<file path="src/rtl/tff_pkg.sv">
// Shared definitions for the T flip-flop sequencer: command op codes and controller states.
package tff_pkg;

  localparam int OP_W = 2;

  typedef enum logic [OP_W-1:0] {
    OP_CLEAR = 2'd0,
    OP_LOAD  = 2'd1,
    OP_UP    = 2'd2,
    OP_DOWN  = 2'd3
  } op_e;

  typedef enum logic [1:0] {
    ST_IDLE  = 2'd0,
    ST_APPLY = 2'd1,
    ST_RUN   = 2'd2,
    ST_DONE  = 2'd3
  } state_e;

endpackage

</file>
<file path="src/rtl/tff.sv">
// Single T flip-flop cell: toggles Q on a clock edge where T is high.
module tff (
  input  logic T,
  input  logic clk,
  input  logic reset,
  output logic Q
);

  always_ff @(posedge clk) begin
    if (reset) begin
      Q <= 1'b0;
    end else if (T) begin
      Q <= ~Q;
    end
  end

endmodule

</file>
<file path="src/rtl/tff_seq_ctrl_bank.sv">
// Bank of WIDTH T flip-flop cells sharing clock and reset, one toggle enable per cell.
module tff_seq_ctrl_bank #(
  parameter int WIDTH = 4
) (
  input  logic             clk,
  input  logic             reset,
  input  logic [WIDTH-1:0] t_vec_i,
  output logic [WIDTH-1:0] q_o
);

  for (genvar gi = 0; gi < WIDTH; gi++) begin : g_cell
    tff u_tff (
      .T     (t_vec_i[gi]),
      .clk   (clk),
      .reset (reset),
      .Q     (q_o[gi])
    );
  end

endmodule

</file>
<file path="src/rtl/tff_seq_ctrl.sv">
// Command sequencer for a T flip-flop bank: clear, load and count up/down by N using toggles only.
// state | meaning
// IDLE  | ready for a command, bank held
// APPLY | one-cycle clear/load via q-dependent toggles
// RUN   | one count step per cycle until counter hits 1 or abort
// DONE  | one-cycle completion pulse, status valid
module tff_seq_ctrl #(
  parameter int WIDTH = 4,
  parameter int OP_W  = tff_pkg::OP_W
) (
  input  logic             clk,
  input  logic             reset,
  input  logic             cmd_valid,
  output logic             cmd_ready,
  input  logic [OP_W-1:0]  cmd_op,
  input  logic [WIDTH-1:0] cmd_arg,
  input  logic             abort,
  output logic             busy,
  output logic             done,
  output logic             wrapped,
  output logic             aborted,
  output logic [WIDTH-1:0] q
);

  import tff_pkg::*;

  state_e           state_q, state_d;
  op_e              op_q, op_d;
  logic [WIDTH-1:0] arg_q, arg_d;
  logic [WIDTH-1:0] cnt_q, cnt_d;
  logic             wrapped_q, wrapped_d;
  logic             aborted_q, aborted_d;
  logic [WIDTH-1:0] t_vec;
  logic             accept;
  logic             step_wraps;

  // A bit toggles when every lower bit of v is 1; v=q counts up, v=~q counts down.
  function automatic logic [WIDTH-1:0] carry_t(input logic [WIDTH-1:0] v);
    logic [WIDTH-1:0] t;
    t[0] = 1'b1;
    for (int i = 1; i < WIDTH; i++) begin
      t[i] = t[i-1] & v[i-1];
    end
    return t;
  endfunction

  assign accept = cmd_valid && (state_q == ST_IDLE);

  always_ff @(posedge clk) begin
    if (reset) begin
      state_q <= ST_IDLE;
    end else begin
      state_q <= state_d;
    end
  end

  always_comb begin
    state_d = state_q;
    unique case (state_q)
      ST_IDLE: begin
        if (cmd_valid) begin
          if (op_e'(cmd_op) == OP_CLEAR || op_e'(cmd_op) == OP_LOAD) begin
            state_d = ST_APPLY;
          end else if (cmd_arg == '0) begin
            state_d = ST_DONE;
          end else begin
            state_d = ST_RUN;
          end
        end
      end
      ST_APPLY: state_d = ST_DONE;
      ST_RUN: begin
        if (abort || cnt_q == WIDTH'(1)) begin
          state_d = ST_DONE;
        end
      end
      ST_DONE: state_d = ST_IDLE;
      default: state_d = ST_IDLE;
    endcase
  end

  always_comb begin
    cmd_ready = (state_q == ST_IDLE);
    busy      = (state_q != ST_IDLE);
    done      = (state_q == ST_DONE);
  end

  // Toggle vector: APPLY flips exactly the bits that differ from the target.
  always_comb begin
    t_vec = '0;
    unique case (state_q)
      ST_APPLY: t_vec = (op_q == OP_LOAD) ? (q ^ arg_q) : q;
      ST_RUN: begin
        if (!abort) begin
          t_vec = (op_q == OP_UP) ? carry_t(q) : carry_t(~q);
        end
      end
      default: t_vec = '0;
    endcase
  end

  assign step_wraps = (op_q == OP_UP) ? (&q) : ~(|q);

  always_comb begin
    op_d      = op_q;
    arg_d     = arg_q;
    cnt_d     = cnt_q;
    wrapped_d = wrapped_q;
    aborted_d = aborted_q;
    if (accept) begin
      op_d      = op_e'(cmd_op);
      arg_d     = cmd_arg;
      cnt_d     = cmd_arg;
      wrapped_d = 1'b0;
      aborted_d = 1'b0;
    end else if (state_q == ST_RUN) begin
      cnt_d = cnt_q - WIDTH'(1);
      if (abort) begin
        aborted_d = 1'b1;
      end else if (step_wraps) begin
        wrapped_d = 1'b1;
      end
    end
  end

  always_ff @(posedge clk) begin
    if (reset) begin
      op_q      <= OP_CLEAR;
      arg_q     <= '0;
      cnt_q     <= '0;
      wrapped_q <= 1'b0;
      aborted_q <= 1'b0;
    end else begin
      op_q      <= op_d;
      arg_q     <= arg_d;
      cnt_q     <= cnt_d;
      wrapped_q <= wrapped_d;
      aborted_q <= aborted_d;
    end
  end

  assign wrapped = wrapped_q;
  assign aborted = aborted_q;

  tff_seq_ctrl_bank #(
    .WIDTH (WIDTH)
  ) u_bank (
    .clk     (clk),
    .reset   (reset),
    .t_vec_i (t_vec),
    .q_o     (q)
  );

endmodule

</file>
<file path="config.mk">
export PLATFORM = sky130hd
export DESIGN_NAME = tff_seq_ctrl
export DESIGN_NICKNAME = d
export VERILOG_FILES = /design/src/rtl/tff_pkg.sv /design/src/rtl/tff.sv /design/src/rtl/tff_seq_ctrl_bank.sv /design/src/rtl/tff_seq_ctrl.sv
export SDC_FILE = /design/constraint.sdc
export NUM_CORES = 1
export LEC_CHECK = 0
export BUFFER_PORTS_ARGS = -buffer_cell sky130_fd_sc_hd__clkbuf_2
export CELL_PAD_IN_SITES_DETAIL_PLACEMENT = 0
export CELL_PAD_IN_SITES_GLOBAL_PLACEMENT = 2
export CORE_UTILIZATION = 34
export DETAILED_ROUTE_END_ITERATION = 8
export PLACE_DENSITY_LB_ADDON = 0.05
export RECOVER_POWER = 25
export SYNTH_ARGS = -nofsm -noshare
export SYNTH_HDL_FRONTEND = slang
export SYNTH_HIERARCHICAL = 1
export SYNTH_SLANG_ARGS = --single-unit
</file>
<file path="constraint.sdc">
create_clock -name clk -period 3.2 [get_ports clk]
set_input_delay 0.48 -clock clk [delete_from_list [all_inputs] [get_ports clk]]
set_output_delay 0.48 -clock clk [all_outputs]
set_load 0.005 [all_outputs]
</file>
[Yosys cells after proc, flatten, opt, wreduce, memory -nomap -nowiden]
Index checks and enable logic that the tools add are counted.
Cells by class
  $add $sub $neg: 1
  multiply operators: 0
  divide/modulo/power cells: 0
  order comparisons: 0
  eq/ne operators: 9
  shift operators: 0
  multiplexer cells: 12
  bitwise logic cells: 12
  reductions and logical operators: 14
Operators by type and width (count)
  $mux 4: 5
  $pmux 2 s4: 1
  $pmux 4 s2: 1
  $eq 2x1->1 const B: 3
  $eq 2x2->1 const B: 3
  $mux 2: 3
  $not 1->1: 6
  $and 1x1->1: 4
  $eq 4x1->1 const B: 1
  $logic_not 2->1: 2
  $logic_not 4->1: 1
  $ne 2x2->1 const B: 2
  $reduce_and 2->1: 2
  $reduce_and 4->1: 1
  $reduce_bool 2->1: 2
  $reduce_or 4->1: 1
  $sub 4x1->4 const B: 1
  $xor 4x4->4: 1
  $not 3->3: 1
  $reduce_and 3->1: 1
  $logic_or 1x1->1: 2
  $mux 1: 2
  $reduce_or 2->1: 1
  $logic_and 1x1->1: 1
Word-level totals
  flip-flop bits (word level): 18
  latch bits: 0
  bits in writable memories: 0
  memory bits (read-only): 0
  logic and storage cells: 58
  memories: 0

[Logic depth before layout (Yosys ltp)]
Gate-level depths: netlist of the first run.
  depth in word-level cells: 6
  gate-level depth with buffers: 8
  mapped depth without buffers: 7

[Modules after synthesis]
Netlist of the first run, hierarchy kept.
Modules (own cells, without submodules)
  tff_seq_ctrl: times used 1, cells each 103, area an instance 859.6 µm²
  tff: times used 4, cells each 3, area an instance 32.5 µm²

[Worst setup path before layout of the first run]
No wires, ideal clock.
  kind: register to register
  start point: reg state_q[0]
  end point: reg u_bank.g_cell[3].u_tff.Q
  setup time: 0.115 ns
  arrival time: 1.264 ns
  data required time: 3.085 ns
  path slack: 1.821 ns
  stages on the path, launching flop included: 9
  path buffers: 1
  period minus slack after synthesis: 1.379 ns
  path through: dfxtp_1 > inv_1 > ha_1 > buf_4 > nor2b_1 > nand2_1 > o22ai_1 > xnor2_1 > nor2_1
Between the ends
  word-level cells in the longest chain between the ends: 2
  elaborated cells between the ends (all ways): 3
  classes of those cells: eq/ne: 2; mux: 1
Ends and longest elaborated chain
  start: declaration: RTL line tff_seq_ctrl.sv:27  | state_e state_q, state_d;
  start signal: assignment: RTL line tff_seq_ctrl.sv:53  | state_q <= state_d;
  $eq 2x2->1 or $eq 2x1->1 (tied branches): RTL line tff_seq_ctrl.sv:91  | unique case (state_q)
  $pmux 4 s2 (*): RTL line tff_seq_ctrl.sv:91
  net t_vec[3]: RTL line tff_seq_ctrl.sv:33  | logic [WIDTH-1:0] t_vec;
  end signal: assignment: RTL line tff.sv:13  | Q <= ~Q;
  end: declaration: RTL line tff.sv:6  | output logic Q
Mark *: on every way through the listed nets, which the timed path passes. The rest lies on a longest branch.
A chain may end at the register's enable or synchronous reset.

[Worst setup path in the final report of the first run]
  start point: reg state_q[0]
  end point: out busy
Between the ends
  word-level cells in the longest chain between the ends: 1
Ends and longest elaborated chain
  $reduce_bool 2->1: RTL line tff_seq_ctrl.sv:84  | busy = (state_q != ST_IDLE);
  end: declaration: RTL line tff_seq_ctrl.sv:18  | output logic busy,
No other way between the ends.

==> metrics, run 1 <==
status=complete, no violations; die area=3130 sq um; top sig layer=met4; largest net degree at the start of global routing=19; worst vdd ir=between 0.4 and 0.5 mV; pwr dens=just over 800 nW/um^2; DP Cell Count=around 160; Final Instance Area=~1100 sq um; buffers and inverters on the worst path=3; initial DRC count=16; Avg WL per Cell=approximately 13 microns; family with the most delay on the worst path=flip-flops; asr flop ratio synth=0%; DRT Pass-1 Iters=4; clock sinks=18; final wirelength=~2100 microns; maxcap violations=0; die height=around 56 microns; CTS tree=yes; final setup vio count=0; Vias/cell=4.85; final hold violations=0; placed inst area=1100 sq um; Post-Syn Area per Cell=around 8.6 sq um; arrival time worst endpoint=approximately 1200 ps; CP Data Required Time=2720 ps; Setup Skew=around 8.6 ps; Hold WC Path Type=input pin to register; RSZ-0062 raised after global routing=false; critical-path cell with the highest stage delay=dfxtp_1; flops & latches, synth=18; DRC errors left=0; vias in the first global route=756; count leader, synth=nand2_1; number of diodes=0; fin crit period=~1700 ps; initial antenna violation count=0; core area=~2800 sq um; LEAKAGE=0.482 nW; Initial Util=between 30 and 40%; Netlist Area Pre-Place=990 sq um; hpwl dp=~1600 microns; Clock Latency Late Sink=roughly 300 ps; register area share after synthesis=a little over a third; Post-synth EDFFs=0; detailed-route via count=800; share of cells above drive strength 1=about 22%; final core occ=41.3%; Final Non-Filler Cells=approximately 170; Synth area leader=dfxtp_1; cts repair resizes=0; H-tree levels=1; DIE WIDTH=56.0 microns; DRT antenna net count=0; crit share post-route=~53%; first-pass GRT wire length=roughly 3500 microns; GP Congestion=a little over 0.7; Max Clk Rate=a little under 600 MHz; most frequent cells after synthesis=25 x nand2_1, 18 x dfxtp_1, 12 x a21oi_1; critical setup path kind=register to primary output; Worst slew margin=68.5%; Ports=19; Row Count=19; Slew Viols, Final=0; syn_nets=between 100 and 150; count of input and output buffers=18; Root Driver=clkbuf_4; CP max stage delay=roughly 370 ps; total CTS buffers=3; Max Fanout on Critical Path=4; Max clock buf depth=2; post-route setup TNS=0 ps; Clock Pin Slew Worst Setup and Hold Paths=approximately 110 ps; final hold slack=between 300 and 400 ps; cell mode on critical path=inv_1; Final nets=around 150; Post-CTS Hold Buffers=0; Least-Margin Pin Slew=about 470 ps; critical path cell sequence=inv_1 > ha_1 > inv_1 > clkbuf_2; Synthesis Warnings=6; total track usage=14.6%; ranking of synthesized cells by area=dfxtp_1 36%, nand2_1 9.5%, ha_1 8.8%; ys flop type=dfxtp_1; top-area cell type share of the netlist area=~36%; CP Launch Type=register; Area growth, synth to finish=15.0%; M1 wire length=about 1100 microns; met3 WL post-DR=just under 70 microns; unique cell type count in the Yosys netlist=31; Syn Inst Count=115; GR Overflow Total=0; Critical Path Sink Type=primary output; setup repair bufs after CTS=0; Met2 Wirelength=around 960 microns
## sequential cells by signal (all words and copies together), names as in the netlist
name / count
cnt_q: 4
aborted: 1
wrapped: 1
arg_q: 4
op_q: 2
u_bank/g_cell.u_tff/Q: 4
state_q: 2
## metrics by stage
stage | total power [mW] | setup slack, ps
finish | 0.916 | 1500
global route | 0.997 | 1400
CTS | 0.935 | 1480
detailed placement | 0.777 | 1620
global placement | 0.780 | 1640
floorplan | 0.676 | 1820
## cells by family (layout without fill, tap and decap cells)
group                      count (synthesis)  count (layout)  share of synthesized area [%]
DFF                                       18              18                           36.4
AOI/OAI and AO/OA                         22              22                           13.1
buffers and inverters                      9              28                           3.92
muxes                                      2               2                           2.53
and+or+nand+nor                           45              45                           24.5
adders and majority gates                  7               7                           8.85
xor gates and xnor gates                  12              12                           10.6
## area by class of cell
type | count | area, sq um
fill | 309 | 1620
multi-input combinational | 88 | 591
sequential | 18 | 360
timing repair buffer | 18 | 90.1
tap | 31 | 38.8
clock buffer | 4 | 36.3
inverter | 6 | 22.5
## cell usage in the layout (no fill, tap or decap), types with 2 or more instances in the layout
cell type  synthesis  final
xor2_1             7      7
clkbuf_2           0     18
clkbuf_4           0      3
ha_1               7      7
a211oi_1           2      2
o21ai_0            2      2
a21oi_1           12     12
nand2_1           25     25
xnor2_1            5      5
nor3_1             2      2
o22ai_1            4      4
inv_1              6      6
nor2_1             6      6
dfxtp_1           18     18
## worst reg2reg max path: stages (launching register included)
cell and delay, ps:
dfxtp_1 350, inv_1 120, ha_1 350, nor2b_1 210, nand2_1 120, o22ai_1 170, xnor2_1 140, nor2_1 50
## metal layers
layer | vias up | GRT usage, %
li1 | 423 | -
met1 | 364 | 19.7
met2 | 11 | 22.9
met3 | 2 | 3.26
met4 | 0 | 5.23
met5 | - | 0
## power breakdown
group	leakage, nW	total (mW)	switching, mW	internal, mW
Sequential	0.147	0.351	0.0670	0.284
Clock	0.0210	0.144	0.0749	0.0693
Combinational	0.313	0.421	0.223	0.198
## path summary, 6_finish.rpt
path	startpoint	endpoint	slack, ps	depth (start not counted)
setup / recovery	state_q[0]	busy	1500	4
hold / removal	cmd_op[0]	op_q[0]	400	3
setup reg to reg	state_q[0]	u_bank/g_cell[3].u_tff/Q	1580	7
hold reg to reg	arg_q[1]	arg_q[1]	460	2
(Power assumes the default switching activity.)
==> run 2: changes to the inputs <==
- CORE_UTILIZATION: 34 -> 31
- clock period: 3.2 -> 1.7 ns (I/O delays scaled with it)
==> run 2 against run 1 <==
Flip-flop and latch count unchanged. Power grew 89%. Global-route usage fell by 0.33 points. Sequential power rose by 88%. Cell area is 2.0% higher. Largest cell class unchanged.
==> metrics, run 2 (synthesis gave the netlist of run 1 again) <==
final setup vio count=0 (unchanged); initial DRC count=19 (was 16); Row Count=20 (was 19); crit share post-route=about 90%; met2 usage in global routing=23.3% (was 22.9%); Max Fanout on Critical Path=4 (unchanged); Overall Power=1.73 mW (was 0.916 mW); Ports=19 (unchanged); Worst Reg2Reg Path Length in Cells=7 (unchanged); Avg WL per Cell=12.1 microns (was 12.8 microns); Hold Path Depth=3 (unchanged); initial antenna violation count=0 (unchanged); worst vdd ir=0.533 mV (was 0.457 mV); Final Instance Area=1160 sq um (was 1140 sq um); GR Util met1=18.6% (was 19.7%); Final nets=153 (was 152); critical path depth=4 (unchanged); Final Non-Filler Cells=179 (was 165); setup repair bufs after CTS=0 (unchanged); detailed-route via count=796 (was 800); final wirelength=2170 microns (was 2120 microns); DRC errors left=0 (unchanged); Logic pwr share=46.4% (was 46.0%); Post-CTS Hold Buffers=0 (unchanged); net switching power=0.683 mW (was 0.365 mW); critical path cell sequence=inv_1 > ha_1 > inv_1 > clkbuf_2 (unchanged); cts repair resizes=0 (unchanged); die height=58.5 microns (was 56.0 microns); clock group share of total power=15.5% (was 15.7%); critical-path cell with the highest stage delay=dfxtp_1 (unchanged); die area=3420 sq um (was 3130 sq um); Setup Skew=0.730 ps (was 8.55 ps); core area=3050 sq um (was 2760 sq um); DIE WIDTH=58.5 microns (was 56.0 microns); final setup margin=199 ps (was 1500 ps); share of cells above drive strength 1=21.5% (was 22.4%); final hold violations=0 (unchanged); commonest non-fill, non-tap cell in the layout=nand2_1 (unchanged); Seq pwr share=38.1% (was 38.3%); pwr dens=1490 nW/um^2 (was 804 nW/um^2); Max Clk Rate=approximately 670 MHz; fraction of power spent switching nets=39.4% (was 39.8%); GP Congestion=0.758 (was 0.726); Least-Margin Pin Slew=421 ps (was 468 ps); status=complete, no violations (unchanged); CP Data Required Time=1440 ps (was 2720 ps); total CTS buffers=3 (unchanged); Worst slew margin=71.6% (was 68.5%); LEAKAGE=0.476 nW (was 0.482 nW); clock sinks=18 (unchanged); Largest regs=arg_q x4, cnt_q x4, u_bank/g_cell.u_tff/Q x4 (unchanged); maxcap violations=0 (unchanged); Filler cells=348 (was 309); family with the most delay on the worst path=flip-flops (unchanged); M3 GR Usage=2.20% (was 3.26%); Slew Viols, Final=0 (unchanged); H-tree levels=1 (unchanged); final core occ=38.0% (was 41.3%); reg2reg setup slack=200 ps (was 1580 ps); register area=360 sq um (unchanged); final hold slack=170 ps (was 397 ps); count of input and output buffers=18 (unchanged); Critical Path Sink Type=primary output (unchanged); Place WS=162 ps (was 1620 ps); largest net degree at the start of global routing=19 (unchanged); number of diodes=0 (unchanged); cell mode on critical path=inv_1 (unchanged); Internal=1.05 mW (was 0.551 mW); RSZ-0062 raised after global routing=false (unchanged); hpwl dp=1700 microns (was 1610 microns); DP Cell Count=175 (was 161); total track usage=14.2% (was 14.6%); CP max stage delay=380 ps (was 370 ps); Area growth, synth to finish=17.3% (was 15.0%); Clock Latency Late Sink=290 ps (was 300 ps); Initial Util=32.4% (was 35.9%); first-pass GRT wire length=3590 microns (was 3520 microns); Clock Pin Slew Worst Setup and Hold Paths=110 ps (about the same); vias in the first global route=780 (was 756); CTS tree=yes (unchanged); DRT Pass-1 Iters=4 (unchanged); arrival time worst endpoint=1250 ps (was 1220 ps); multi-input logic area=593 sq um (was 591 sq um); Hold WC Path Type=input pin to register (unchanged); fin crit period=~1500 ps; most frequent cells in the layout=25 x nand2_1, 18 x dfxtp_1, 15 x clkbuf_2, 12 x a21oi_1, 7 x xor2_1 (was 25 x nand2_1, 18 x dfxtp_1, 18 x clkbuf_2, 12 x a21oi_1); buffers and inverters on the worst path=3 (unchanged); critical setup path kind=register to primary output (unchanged); Vias/cell=4.45 (was 4.85); Root Driver=clkbuf_4 (unchanged); post-route setup TNS=0 ps (unchanged); gr busiest metal=met2 (unchanged); GR Overflow Total=0 (unchanged); placed inst area=1130 sq um (was 1100 sq um); Max clock buf depth=2 (unchanged); CP Launch Type=register (unchanged); DRT antenna net count=0 (unchanged)
run 2: cell types whose count changed in the layout (fill, tap and decap cells not counted), sizes merged:
| cell | change |
|---|---|
| buf | +1 |
run 2: tightest hold or removal path: stages:
cell and delay, ps:
clkbuf_2 80, nand2_1 40, a21oi_1 50
run 2: power groups by stage:
stage | Sequential, mW | Clock (mW) | Combinational [mW]
after detailed placement | 0.670 | 0 | 0.812
after global placement | 0.665 | 0 | 0.816
after global routing | 0.678 | 0.299 | 0.923
after CTS | 0.660 | 0.284 | 0.819
after floorplan | 0.649 | 0 | 0.624
final | 0.660 | 0.268 | 0.805
run 2: layout make-up:
| cell class | instances | share of cell area [%] |
|---|---|---|
| Inverter | 6 | 1.94 |
| Multi-Input combinational cell | 88 | 51.1 |
| Clock buffer | 4 | 3.13 |
| Timing Repair Buffer | 19 | 8.08 |
| Sequential cell | 18 | 31.0 |
| Tap cell | 44 | 4.74 |
run 2: final timing paths:
| kind | startpoint | to |
|---|---|---|
| worst max-delay path | state_q[0] | busy |
| worst min-delay path | cmd_op[0] | op_q[0] |
| worst max register to register | state_q[0] | u_bank/g_cell[3].u_tff/Q |
| worst min register to register | arg_q[0] | arg_q[0] |
run 2: per-layer routing:
| layer | vias to the layer above | part of all wire [%] |
|---|---|---|
| met4 | 0 | 0.74 |
| met1 | 355 | 48 |
| met3 | 2 | 4.5 |
| met2 | 14 | 46 |
| li1 | 425 | - |
| met5 | - | 0 |
==> run 3: changes to the inputs <==
- clock period: 1.7 -> 1.5 ns (I/O delays scaled with it)
==> run 3 against run 2 <==
Cell area grew 6.7%. Clock skew grew 10 ps. Power grew 24%.
==> metrics, run 3 (synthesis gave the netlist of run 1 again) <==
status=complete, no violations (unchanged); die area=3420 sq um (unchanged); final wirelength=2230 microns (was 2170 microns); Critical Path Sink Type=register (was primary output); GR Overflow Total=0 (unchanged); vias in the first global route=844 (was 780); Clock Latency Late Sink=300 ps (was 290 ps); Hold WC Path Type=input pin to register (unchanged); Area growth, synth to finish=25.2% (was 17.3%); LEAKAGE=0.509 nW (was 0.476 nW); Max Fanout on Critical Path=4 (unchanged); Max clock buf depth=2 (unchanged); number of diodes=0 (unchanged); most frequent cells in the layout=23 x nand2_1, 18 x dfxtp_1, 15 x clkbuf_2, 12 x a21oi_1, 7 x xor2_1 (was 25 x nand2_1, 18 x dfxtp_1, 15 x clkbuf_2, 12 x a21oi_1, 7 x xor2_1); DRC errors left=0 (unchanged); count of input and output buffers=18 (unchanged); Seq pwr share=33.7% (was 38.1%); Setup Skew=11.1 ps (was 0.730 ps); Least-Margin Pin Slew=415 ps (was 421 ps); Root Driver=clkbuf_4 (unchanged); Logic pwr share=51.9% (was 46.4%); worst vdd ir=0.587 mV (was 0.533 mV); DRT antenna net count=0 (unchanged); share of cells above drive strength 1=30.7% (was 21.5%); commonest non-fill, non-tap cell in the layout=nand2_1 (unchanged); maxcap violations=0 (unchanged); Ports=19 (unchanged); CP Launch Type=register (unchanged); critical-path cell with the highest stage delay=dfxtp_1 (unchanged); Avg WL per Cell=12.1 microns (about the same); post-route setup TNS=0 ps (unchanged); Worst slew margin=72.3% (was 71.6%); Largest regs=arg_q x4, cnt_q x4, u_bank/g_cell.u_tff/Q x4 (unchanged); GP Congestion=0.700 (was 0.758); largest net degree at the start of global routing=19 (unchanged); Row Count=20 (unchanged); detailed-route via count=828 (was 796); pwr dens=1730 nW/um^2 (was 1490 nW/um^2); core area=3050 sq um (unchanged); final hold violations=0 (unchanged); net switching power=0.840 mW (was 0.683 mW); crit share post-route=approximately 94%; Internal=1.30 mW (was 1.05 mW); fin crit period=between 1000 and 1500 ps; Vias/cell=4.50 (was 4.45); final hold slack=139 ps (was 170 ps); Clock Pin Slew Worst Setup and Hold Paths=110 ps (about the same); CP max stage delay=340 ps (was 380 ps); Final nets=158 (was 153); CP Data Required Time=1750 ps (was 1440 ps); fraction of power spent switching nets=39.2% (was 39.4%); initial DRC count=16 (was 19); hpwl dp=1660 microns (was 1700 microns); clock sinks=18 (unchanged); DRT Pass-1 Iters=4 (unchanged); Slew Viols, Final=0 (unchanged); critical setup path kind=register to register (was register to primary output); DIE WIDTH=58.5 microns (unchanged); arrival time worst endpoint=1660 ps (was 1250 ps); total CTS buffers=3 (unchanged); final setup vio count=0 (unchanged); H-tree levels=1 (unchanged); die height=58.5 microns (unchanged); clock group share of total power=14.4% (was 15.5%); CTS tree=yes (unchanged); Initial Util=32.4% (unchanged); first-pass GRT wire length=3930 microns (was 3590 microns); critical path cell sequence=inv_2 > ha_2 > nand2b_1 > o22ai_2 > mux2_4 > nor2_2 (was inv_1 > ha_1 > inv_1 > clkbuf_2); initial antenna violation count=0 (unchanged); total track usage=15.3% (was 14.2%); Max Clk Rate=709 MHz
run 3: cell count changes in the layout (fill, tap and decap cells not counted), sizes merged:
cell / change
buf: +5
run 3: per-stage QoR:
step	cells	utilization (%)	worst slack (ps)	cell area (sq um)	total power, mW
final	184	40.6	89.4	1240	2.14
after global routing	184	40.6	-7.55	1240	2.37
after CTS	184	39.3	23.1	1200	2.07
after detailed placement	180	38.1	25.4	1160	1.75
after global placement	180	38.1	-29.6	1160	1.76
after floorplan	115	-	121	990	1.44
run 3: layout make-up:
class	instances	area (sq um)
Tap cell	44	55.1
Timing Repair Buffer	24	131
Clock buffer	4	36.3
Fill cell	341	1810
Inverter	6	22.5
Multi-Input combinational cell	88	633
Sequential cell	18	360
run 3: power by group through the flow:
stage          registers, mW  logic, mW  clock network (mW)
2_1_floorplan          0.736      0.708                   0
3_3_place_gp           0.732       1.02                   0
3_5_place_dp           0.734       1.01                   0
4_1_cts                0.722       1.03               0.323
5_1_grt                0.748       1.28               0.349
6_report               0.723       1.11               0.309
run 3: what timing repair did:
action	4_1_cts	5_1_grt
resized for setup	1	10
setup buffers	0	0
endpoints found under the setup margin	1	14
hold buffers	0	0
run 3: final timing paths:
check | from | to | slack (ps) | depth (start not counted)
worst max-delay path | state_q[0] | state_q[0] | 90 | 6
worst min-delay path | cmd_op[0] | op_q[0] | 140 | 3
worst max register to register | state_q[0] | state_q[0] | 90 | 6
worst min register to register | arg_q[3] | arg_q[3] | 460 | 2
run 3: worst max-delay path: cells and delay by family (launching register included):
family	cells	cell delay, ps
flops	1	340
mux	1	330
fa+ha+maj	1	220
compound gates	1	190
simple gates	2	160
buf+inv	1	110
run 3: layer usage:
| metal | wire length, microns | vias up | GRT usage (%) | part of all wire, % |
|---|---|---|---|---|
| met2 | 1030 | 14 | 24.1 | 46 |
| met3 | 105 | 4 | 4.18 | 4.7 |
| met4 | 23 | 0 | 5.10 | 1.0 |
| li1 | - | 434 | - | - |
| met1 | 1060 | 376 | 20.2 | 48 |
| met5 | 0 | - | 0 | 0 |
